[src/rtl/text_pixel_frame_fetcher.sv]
// Consumer-side sequencer for the 16x4 vertical text pixel generator.
// Walks one full text screen byte by byte with the restart/next toggle protocol.
// Each generator response is sampled after a fixed settle delay.
// Every sampled byte becomes one write strobe into a linear pixel frame buffer.
module text_pixel_frame_fetcher #(
  parameter int unsigned TEXT_WIDTH     = 16,
  parameter int unsigned TEXT_HEIGHT    = 4,
  parameter int unsigned CHAR_HEIGHT    = 16,
  parameter int unsigned SETTLE_CYCLES  = 4,
  parameter int unsigned FRAME_COUNT_SZ = 16,
  localparam int unsigned FRAME_BYTES   = TEXT_WIDTH * TEXT_HEIGHT * CHAR_HEIGHT,
  localparam int unsigned ADDR_SZ       = $clog2(FRAME_BYTES),
  localparam int unsigned SETTLE_SZ     = $clog2(SETTLE_CYCLES)
) (
  input  logic                      clk,
  input  logic                      reset_n,
  input  logic                      start,
  input  logic                      continuous,
  output logic                      toggle_restart,
  output logic                      toggle_next,
  input  logic [7:0]                cur_char,
  input  logic [7:0]                cur_pixels,
  output logic                      pix_wr_ena,
  output logic [ADDR_SZ-1:0]        pix_wr_addr,
  output logic [7:0]                pix_wr_data,
  output logic [7:0]                pix_wr_char,
  output logic                      busy,
  output logic                      done,
  output logic [FRAME_COUNT_SZ-1:0] frame_count
);

  localparam logic [ADDR_SZ-1:0]   LastIndex  = ADDR_SZ'(FRAME_BYTES - 1);
  localparam logic [SETTLE_SZ-1:0] SettleLoad = SETTLE_SZ'(SETTLE_CYCLES - 1);

  typedef enum logic [0:0] {StIdle, StWait} state_e;

  state_e               state;
  logic [ADDR_SZ-1:0]   index;
  logic [SETTLE_SZ-1:0] settle;

  // Frame sequencer: issues toggles, counts the settle delay, samples and writes each byte.
  always_ff @(posedge clk or negedge reset_n) begin
    if (!reset_n) begin
      state          <= StIdle;
      index          <= '0;
      settle         <= '0;
      toggle_restart <= 1'b0;
      toggle_next    <= 1'b0;
      pix_wr_ena     <= 1'b0;
      pix_wr_addr    <= '0;
      pix_wr_data    <= '0;
      pix_wr_char    <= '0;
      busy           <= 1'b0;
      done           <= 1'b0;
      frame_count    <= '0;
    end else begin
      // Strobes are single-cycle unless re-asserted below.
      pix_wr_ena <= 1'b0;
      done       <= 1'b0;
      unique case (state)
        StIdle: begin
          if (start || continuous) begin
            toggle_restart <= ~toggle_restart;
            index          <= '0;
            settle         <= SettleLoad;
            busy           <= 1'b1;
            state          <= StWait;
          end
        end
        StWait: begin
          if (settle != '0) begin
            settle <= settle - SETTLE_SZ'(1);
          end else begin
            pix_wr_ena  <= 1'b1;
            pix_wr_addr <= index;
            pix_wr_data <= cur_pixels;
            pix_wr_char <= cur_char;
            if (index == LastIndex) begin
              // Last byte: no next request, so the toggles never move together.
              busy        <= 1'b0;
              done        <= 1'b1;
              frame_count <= frame_count + FRAME_COUNT_SZ'(1);
              state       <= StIdle;
            end else begin
              index       <= index + ADDR_SZ'(1);
              toggle_next <= ~toggle_next;
              settle      <= SettleLoad;
            end
          end
        end
        default: state <= StIdle;
      endcase
    end
  end

endmodule

[config.mk]
export PLATFORM = sky130hd
export DESIGN_NAME = text_pixel_frame_fetcher
export DESIGN_NICKNAME = d
export VERILOG_FILES = /design/src/rtl/text_pixel_frame_fetcher.sv
export SDC_FILE = /design/constraint.sdc
export NUM_CORES = 1
export LEC_CHECK = 0
export ABC_CLOCK_PERIOD_IN_PS = 2700
export CORE_ASPECT_RATIO = 0.8
export CORE_UTILIZATION = 48
export DETAILED_ROUTE_END_ITERATION = 10
export PLACE_DENSITY_LB_ADDON = 0.1
export RECOVER_POWER = 50
export SYNTH_ARGS = -nofsm -noshare
export SYNTH_HDL_FRONTEND = slang
export SYNTH_SLANG_ARGS = --single-unit
[constraint.sdc]
create_clock -name clk -period 2.7 [get_ports clk]
set_input_delay 0.54 -clock clk [delete_from_list [all_inputs] [get_ports clk]]
set_output_delay 0.54 -clock clk [all_outputs]
set_load 0.01 [all_outputs]
==> results of run 1 <==
## report_power, final
group / internal, mW / total, mW / switching [mW] / leakage, nW
Sequential: 1.14 / 1.29 / 0.159 / 0.736
Combinational: 0.572 / 0.955 / 0.383 / 0.648
Clock: 0.343 / 0.661 / 0.319 / 0.0848
Total: 2.05 / 2.91 / 0.860 / 1.47
## cell type report
class,count,area [µm²]
clock inverters,3,15.0
inverters,4,15.0
flip-flops and latches,60,1500
well taps,62,77.6
multi-input cells,132,997
clock buffers,11,141
repair buffers,72,684
fillers,405,1630
## layout by cell type, fill, tap and decap left out, types with 6 or more instances in the layout
master            n
and3_1            8
clkbuf_1          6
clkbuf_8         10
clkdlybuf4s50_1  58
dfrtp_1          60
dlygate4sd3_1     7
mux2_2           26
nand2_1          14
nand3_1          13
nand4_1           8
nor3_1            6
xnor2_1          13
## worst max-delay path, stage by stage, from the launching register on
cell and delay (ns):
dfrtp_1 0.42, ha_1 0.25, nand3_1 0.20, or4_4 0.66, nor4_1 0.37, xor2_1 0.17
## stage by stage
step,instances,hold slack (ns)
after floorplan,203,0.244
after global placement,330,0.445
after detailed placement,330,0.444
after CTS,344,0.0804
after global routing,344,0.296
final,344,0.242
## state kept, by name, summed over array words and instances (netlist names), 2 cells and up
| signal | flops |
|---|---|
| index | 10 |
| pix_wr_addr | 10 |
| pix_wr_char | 8 |
| settle | 2 |
| pix_wr_data | 8 |
| frame_count | 16 |
## final timing paths
check / start / to / slack (ns) / depth (start not counted)
min in group clk: frame_count[15] / frame_count[15] / 0.47 / 1
worst max-delay path: index[0] / frame_count[10] / 0.57 / 5
worst min register to register: frame_count[15] / frame_count[15] / 0.47 / 1
max in group asynchronous: reset_n / settle[1] / 0.76 / 2
worst min-delay path: reset_n / pix_wr_char[6] / 0.24 / 1
worst max register to register: index[0] / frame_count[10] / 0.57 / 5
## kinds of logic (layout without fill, tap and decap cells)
kind of cell | Yosys count | count (layout)
xor gates and xnor gates | 18 | 18
muxes | 26 | 26
DFF | 60 | 60
buffers and inverters | 11 | 90
adders and majority gates | 3 | 3
and+or+nand+nor | 65 | 65
AOI/OAI and AO/OA | 20 | 20
## routing by layer
| layer | vias up | global-route usage, % | part of all wire (%) |
|---|---|---|---|
| met3 | 6 | 7.95 | 6.5 |
| met5 | - | 0 | 0 |
| met2 | 49 | 29.1 | 44 |
| li1 | 888 | - | - |
| met4 | 0 | 8.69 | 1.2 |
| met1 | 898 | 27.4 | 48 |
==> out/qor.yml, run 1 <==
dr.pass1.iters: 4
worst_slack_ns: 0.569
finalCritPeriodShare_pct: 78.9
die_w_um: 83.5
grt_max_degree: 27
place_area_um2: 3290
die-area_um2: 5610
synth.top_cell.area_share_pct: 58.9
status: "finished, final reports clean"
pre_cts_slack_ns: 0.581
slew-limit-headroom_pct: 9.10
drive_gt1_share_pct: 15.6
total_power_mw: 2.91
synth_compound_area_share_pct: 5.11
grt_pass1_vias: 1825
drv_cap: 0
cts_hold_buffers: 0
dp_hpwl_um: 3620
ant_nets: 0
critPathLaunchType: "flop"
yosys_warnings: 0
arrival_ns: 2.39
cts_made_buffers: 9
portBuffers: 66
max_freq_ghz: 0.469
core_area_um2: 5060
insertion_delay_ns: 0.33
design_area_um2: 3430
vias: 1841
grt_setup_unrepaired: "false"
start_util_pct: 50.3
synthDistinctLibCells: 31
tightest_slew_ns: 1.36
synth_edf_count: 0
syn_nets: 226
synth_ff_type: "dfrtp_1"
ys_ff_latch: 60
synth_largest_area_cell: "dfrtp_1"
io_pins: 67
antenna_found_initial: 0
p_leak_nw: 1.47
synthAdderAreaFrac_pct: 1.47
crit_fanout: 12
die_h_um: 67.2
root_buffer: "clkbuf_8"
h-tree-depth: 3
remaining_drc_errors: 0
grt_first_pass_wirelength_um: 8630
cts_tree: "done"
synth_xor_area_share_pct: 6.19
async_flop_share_pct: 100
post-cts-setup-buffer-count: 0
critPathCaptureType: "flop"
wire_per_inst_um: 14.9
drtIter0Drc: 113
drv_slew: 0
num_rows: 23
synthSimpleGateAreaFrac_pct: 14.9
setup_viol: 0
synth_top_family_by_area: "simple AND/OR/NAND/NOR gates"
power.density_nw_per_um2: 848
hp-class: "input pin to async pin"
cts.path.max_buffers: 2
gp_congestion: 0.735
syn_area_um2: 2550
layout.nets: 302
synth_cells: 203
ctsResizeCount: 0
ys_seq_area_share_pct: 58.9
area_growth_pct: 34.7
tns_ns: 0
yosysMostFrequentCell: "dfrtp_1"
overflow: 0
period_minus_slack_ns: 2.13
clock_skew_ns: 0.00808
synthMuxAreaShare_pct: 11.5
worstPathRequired_ns: 2.96
vias_per_cell: 5.35
yosys-top-cells-area: "dfrtp_1 (59%), mux2_2 (11%), xnor2_1 (4.5%), nand3_1 (2.6%), nand2_1 (2.1%)"
hold_viol_final: 0
finalWirelength_um: 5130
yosys-top-cells-count: "dfrtp_1 (60), mux2_2 (26), nand2_1 (14)"
clk_pin_slew_ns: 0.06
ir_worst_vdd_uv: 699
finalCoreUtilization_pct: 67.8
numClockSinks: 60
path_class: "flop to flop"
grt_usage_pct: 20.2
antenna_cells: 0
synth.avg_cell_area_um2: 12.6
Power figures use the tool's default switching activity.
==> run 2: changes to the inputs <==
--- a/config.mk
+++ b/config.mk
@@ -5,9 +5,9 @@
 export SDC_FILE = /design/constraint.sdc
 export NUM_CORES = 1
 export LEC_CHECK = 0
-export ABC_CLOCK_PERIOD_IN_PS = 2700
+export ABC_CLOCK_PERIOD_IN_PS = 1850
 export CORE_ASPECT_RATIO = 0.8
-export CORE_UTILIZATION = 48
+export CORE_UTILIZATION = 43
 export DETAILED_ROUTE_END_ITERATION = 10
 export PLACE_DENSITY_LB_ADDON = 0.1
 export RECOVER_POWER = 50
==> constraint.sdc (replaced) <==
create_clock -name clk -period 1.85 [get_ports clk]
set_input_delay 0.37 -clock clk [delete_from_list [all_inputs] [get_ports clk]]
set_output_delay 0.37 -clock clk [all_outputs]
set_load 0.01 [all_outputs]
==> out/qor.yml, run 2 (synthesis results as in run 1) <==
status: "finished, final reports clean"
hold_slack_ns: 0.261
arrival_ns: 2.08
vias_per_cell: 5.11
h-tree-depth: 3
worstPathRequired_ns: 2.12
clkPwrFrac_pct: 24.0
switching_share_pct: 29.4
path_class: "flop to flop"
grt_setup_unrepaired: "true"
drive_gt1_share_pct: 24.0
finalCritPeriodShare_pct: 97.6
slew-limit-headroom_pct: 16.7
finalWirelength_um: 5590
start_util_pct: 45.6
die_h_um: 70.9
layout_common_cells: "clkdlybuf4s50_1 (65), dfrtp_1 (59), mux2_2 (26), buf_4 (17), nand2_1 (14)"
max_freq_ghz: 0.554
total_power_mw: 4.62
vias: 1931
clock_skew_ns: 0.00917
grt_pass1_vias: 1884
area_growth_pct: 44.1
largest_reg_flops: 16
setup_viol: 0
regMostFlops: "frame_count"
die_w_um: 88.1
antenna_cells: 0
dr.pass1.iters: 4
ir_worst_vdd_uv: 735
layout_commonest_cell: "clkdlybuf4s50_1"
root_buffer: "clkbuf_8"
drv_cap: 0
cts.path.max_buffers: 2
cts_made_buffers: 9
wire_per_inst_um: 14.8
pre_cts_slack_ns: -0.00710
worst_slack_ns: 0.0449
insertion_delay_ns: 0.34
power.density_nw_per_um2: 1260
drv_slew: 0
crit_fanout: 5
clk_pin_slew_ns: 0.07
hold_viol_final: 0
hp-class: "input pin to async pin"
grt_usage_pct: 20.4
ant_nets: 0
dp_hpwl_um: 3890
grt_first_pass_wirelength_um: 9320
p_leak_nw: 1.58
combPwrFrac_pct: 36.0
post-cts-setup-buffer-count: 0
numClockSinks: 60
die-area_um2: 6240
core_area_um2: 5590
portBuffers: 66
layout.nets: 318
gp_congestion: 0.748
period_minus_slack_ns: 1.81
overflow: 0
switchingPower_mw: 1.36
num_rows: 24
io_pins: 67
seqPwrFrac_pct: 40.0
grt_max_degree: 37
intPower_mw: 3.26
critPathCaptureType: "flop"
tightest_slew_ns: 1.25
antenna_found_initial: 0
cts_hold_buffers: 0
finalCoreUtilization_pct: 65.7
fillers: 461
critPathLaunchType: "flop"
cts_tree: "done"
drtIter0Drc: 103
largestRegisters: "frame_count (16), index (10), pix_wr_addr (10)"
remaining_drc_errors: 0
[run 2: what timing repair did]
action,CTS,global route
endpoints found under the setup margin,3,15
resized for setup,2,12
pin swaps,0,4
[run 2: critical path: stages (launching register included)]
cell	delay (ns)
dfrtp_1	0.39
inv_1	0.07
ha_1	0.17
nand2_1	0.09
or4_4	0.54
nor4_2	0.31
xor2_1	0.16
[run 2: path summary, 6_finish.rpt]
path | from | to | slack, ns | cells after the start
hold reg to reg | frame_count[15] | frame_count[15] | 0.47 | 1
max in group asynchronous | reset_n | pix_wr_char[2] | 0.72 | 2
hold / removal | reset_n | pix_wr_addr[9] | 0.26 | 2
setup reg to reg | settle[0] | frame_count[14] | 0.04 | 6
min in group clk | frame_count[15] | frame_count[15] | 0.47 | 1
setup / recovery | settle[0] | frame_count[14] | 0.04 | 6
[run 2: per-layer routing]
| metal | up-vias | part of all wire (%) | track usage, % |
|---|---|---|---|
| li1 | 924 | - | - |
| met1 | 945 | 49 | 28.4 |
| met2 | 53 | 42 | 26.5 |
| met3 | 9 | 7.0 | 9.57 |
| met4 | 0 | 2.0 | 9.68 |
| met5 | - | 0 | 0 |
[run 2: metrics by stage]
stage | instances | instance area [µm²] | setup TNS (ns)
6_report | 378 | 3670 | 0
5_1_grt | 378 | 3670 | -0.0992
4_1_cts | 378 | 3620 | -0.0226
3_5_place_dp | 362 | 3430 | -0.00710
3_3_place_gp | 362 | 3430 | 0
2_1_floorplan | 203 | 2550 | -0.0258
[run 2: layout make-up]
type	count	area, µm²	share of cell area (%)
inverter	4	15.0	0.409
clock buffer	11	131	3.58
multi-input combinational	132	1050	28.5
sequential	60	1500	40.9
timing repair buffer	88	826	22.5
tap	78	97.6	2.66
clock inverter	5	52.6	1.43
[run 2: power groups by stage]
stage | Combinational, mW | Sequential (mW) | Clock, mW
floorplan | 0.571 | 2.00 | 0
global placement | 1.62 | 1.85 | 0
detailed placement | 1.63 | 1.87 | 0
CTS | 1.65 | 1.85 | 1.14
global route | 1.79 | 1.90 | 1.20
finish | 1.66 | 1.85 | 1.11
==> run 3: changes to the inputs <==
--- a/config.mk
+++ b/config.mk
@@ -9,8 +9,8 @@
 export CORE_ASPECT_RATIO = 0.8
 export CORE_UTILIZATION = 43
 export DETAILED_ROUTE_END_ITERATION = 10
-export PLACE_DENSITY_LB_ADDON = 0.1
-export RECOVER_POWER = 50
+export PLACE_DENSITY = 0.75
+export RECOVER_POWER = 100
 export SYNTH_ARGS = -nofsm -noshare
 export SYNTH_HDL_FRONTEND = slang
 export SYNTH_SLANG_ARGS = --single-unit
==> out/qor.yml, run 3 (synthesis results as in run 1) <==
power.density_nw_per_um2: 1250
h-tree-depth: 3
vias: 1915
cts_tree: "done"
cp_top_family: "buffers and inverters"
grt_first_pass_wirelength_um: 9120
critical_path.startpoint: "frame_count[2]"
arrival_ns: 1.41
slew-limit-headroom_pct: 3.71
critPathSlowestCell: "clkdlybuf4s50_1"
gp_congestion: 0.782
tightest_slew_ns: 1.44
hold_slack_ns: 0.455
combPwrFrac_pct: 33.5
drv_slew: 0
grt_usage_pct: 19.4
dp_cells: 360
area_growth_pct: 42.5
dp_hpwl_um: 3680
finalWirelength_um: 5380
cts.path.max_buffers: 2
worstPathRequired_ns: 1.48
drtIter0Drc: 191
crit_chain: "clkdlybuf4s50_1"
critPathCaptureType: "primary output"
core_area_um2: 5590
crit_buf_inv: 1
crit_fanout: 7
drv_cap: 0
intPower_mw: 3.21
cp.depth: 1
grt_max_degree: 61
grt_setup_unrepaired: "false"
portBuffers: 66
ir_worst_vdd_uv: 841
remaining_drc_errors: 0
rr_startpoint: "settle[0]"
clock_skew_ns: 0.0125
post-cts-setup-buffer-count: 0
root_buffer: "clkbuf_8"
path_class: "flop to primary output"
grt_pass1_vias: 1919
critPathCapture: "frame_count[2]"
io_pins: 67
hp-class: "input pin to async pin"
layout_commonest_cell: "dfrtp_1"
critPathMaxStageDelay_ns: 0.59
layout.nets: 316
switching_share_pct: 29.4
r2r_cells: 7
clkPwrFrac_pct: 26.1
die_w_um: 88.1
switchingPower_mw: 1.34
antenna_cells: 0
regMostFlops: "frame_count"
final-instance-count-excl-fill: 376
largestRegisters: "frame_count (16), index (10), pix_wr_addr (10)"
critPathLaunchType: "flop"
p_leak_nw: 1.62
start_util_pct: 45.6
period_minus_slack_ns: 1.78
wire_per_inst_um: 14.3
dr.pass1.iters: 4
finalCritPeriodShare_pct: 96.0
num_rows: 24
cts_made_buffers: 9
status: "finished, final reports clean"
ant_nets: 0
r2r_slack_ns: 0.12
r2r_end: "settle[1]"
layout_common_cells: "dfrtp_1 (60), dlygate4sd3_1 (44), mux2_2 (26), clkdlybuf4s50_1 (21), nand2_1 (14)"
insertion_delay_ns: 0.34
die_h_um: 70.9
vias_per_cell: 5.09
setup_viol: 0
hold_viol_final: 0
largest_reg_flops: 16
antenna_found_initial: 0
seqPwrFrac_pct: 40.5
overflow: 0
die-area_um2: 6240
numClockSinks: 60
drive_gt1_share_pct: 23.2
max_freq_ghz: 0.563
clk_pin_slew_ns: 0.07
[run 3: cell count changes in the layout (fill, tap and decap cells not counted), sizes merged]
cell / delta
clkinv: -1
buf: -4
dlygate4sd3: +44
clkdlybuf4s50: -44
clkbuf: +3
[run 3: worst min-delay path by stage]
stage	end	slack (ns)	cells after the start
global route	frame_count[15]	0.49	1
detailed placement	pix_wr_char[3]	0.40	2
finish	pix_wr_char[3]	0.46	2
floorplan	busy	0.07	0
CTS	pix_wr_char[3]	0.03	2
global placement	pix_wr_char[4]	0.40	2
[run 3: power by group through the flow]
stage          sequential (mW)  clock, mW  combinational [mW]
2_1_floorplan             2.00          0               0.571
3_3_place_gp              1.85          0                1.61
3_5_place_dp              1.87          0                1.64
4_1_cts                   1.86       1.21                1.65
5_1_grt                   1.89       1.28                1.65
6_report                  1.84       1.19                1.52
[run 3: layout make-up]
type	instances	area (µm²)
Inverter	4	15.0
Clock buffer	12	155
Tap cell	78	97.6
Timing Repair Buffer	86	795
Fill cell	466	1950
Multi-Input combinational cell	132	1020
Clock inverter	4	47.5
Sequential cell	60	1500
[run 3: metal layers]
metal	up-vias	track usage, %	part of all wire (%)	routed length [µm]
met3	4	9.22	7.4	396
met1	939	25.6	46	2490
met2	56	28.8	46	2470
met5	-	0	0	0
li1	916	-	-	-
met4	0	5.38	0.48	26
[run 3: stage by stage]
step                TNS (ns)  instance area (µm²)  utilization (%)  setup slack, ns  total power, mW
finish                     0                 3630             65.0           0.0743             4.55
CTS                 -0.00345                 3660             65.5         -0.00345             4.72
floorplan            -0.0258                 2550                -          -0.0129             2.57
detailed placement   -0.0264                 3430             61.4          -0.0264             3.51
global placement           0                 3430             61.4           0.0651             3.46
global route               0                 3630             65.0          0.00488             4.82
[run 3: timing repair]
item / 4_1_cts / 5_1_grt
hold buffers: 0 / 0
gates resized for setup: 3 / 9
setup endpoints to repair: 2 / 13
gates cloned: 0 / 0
pin swaps: 0 / 3
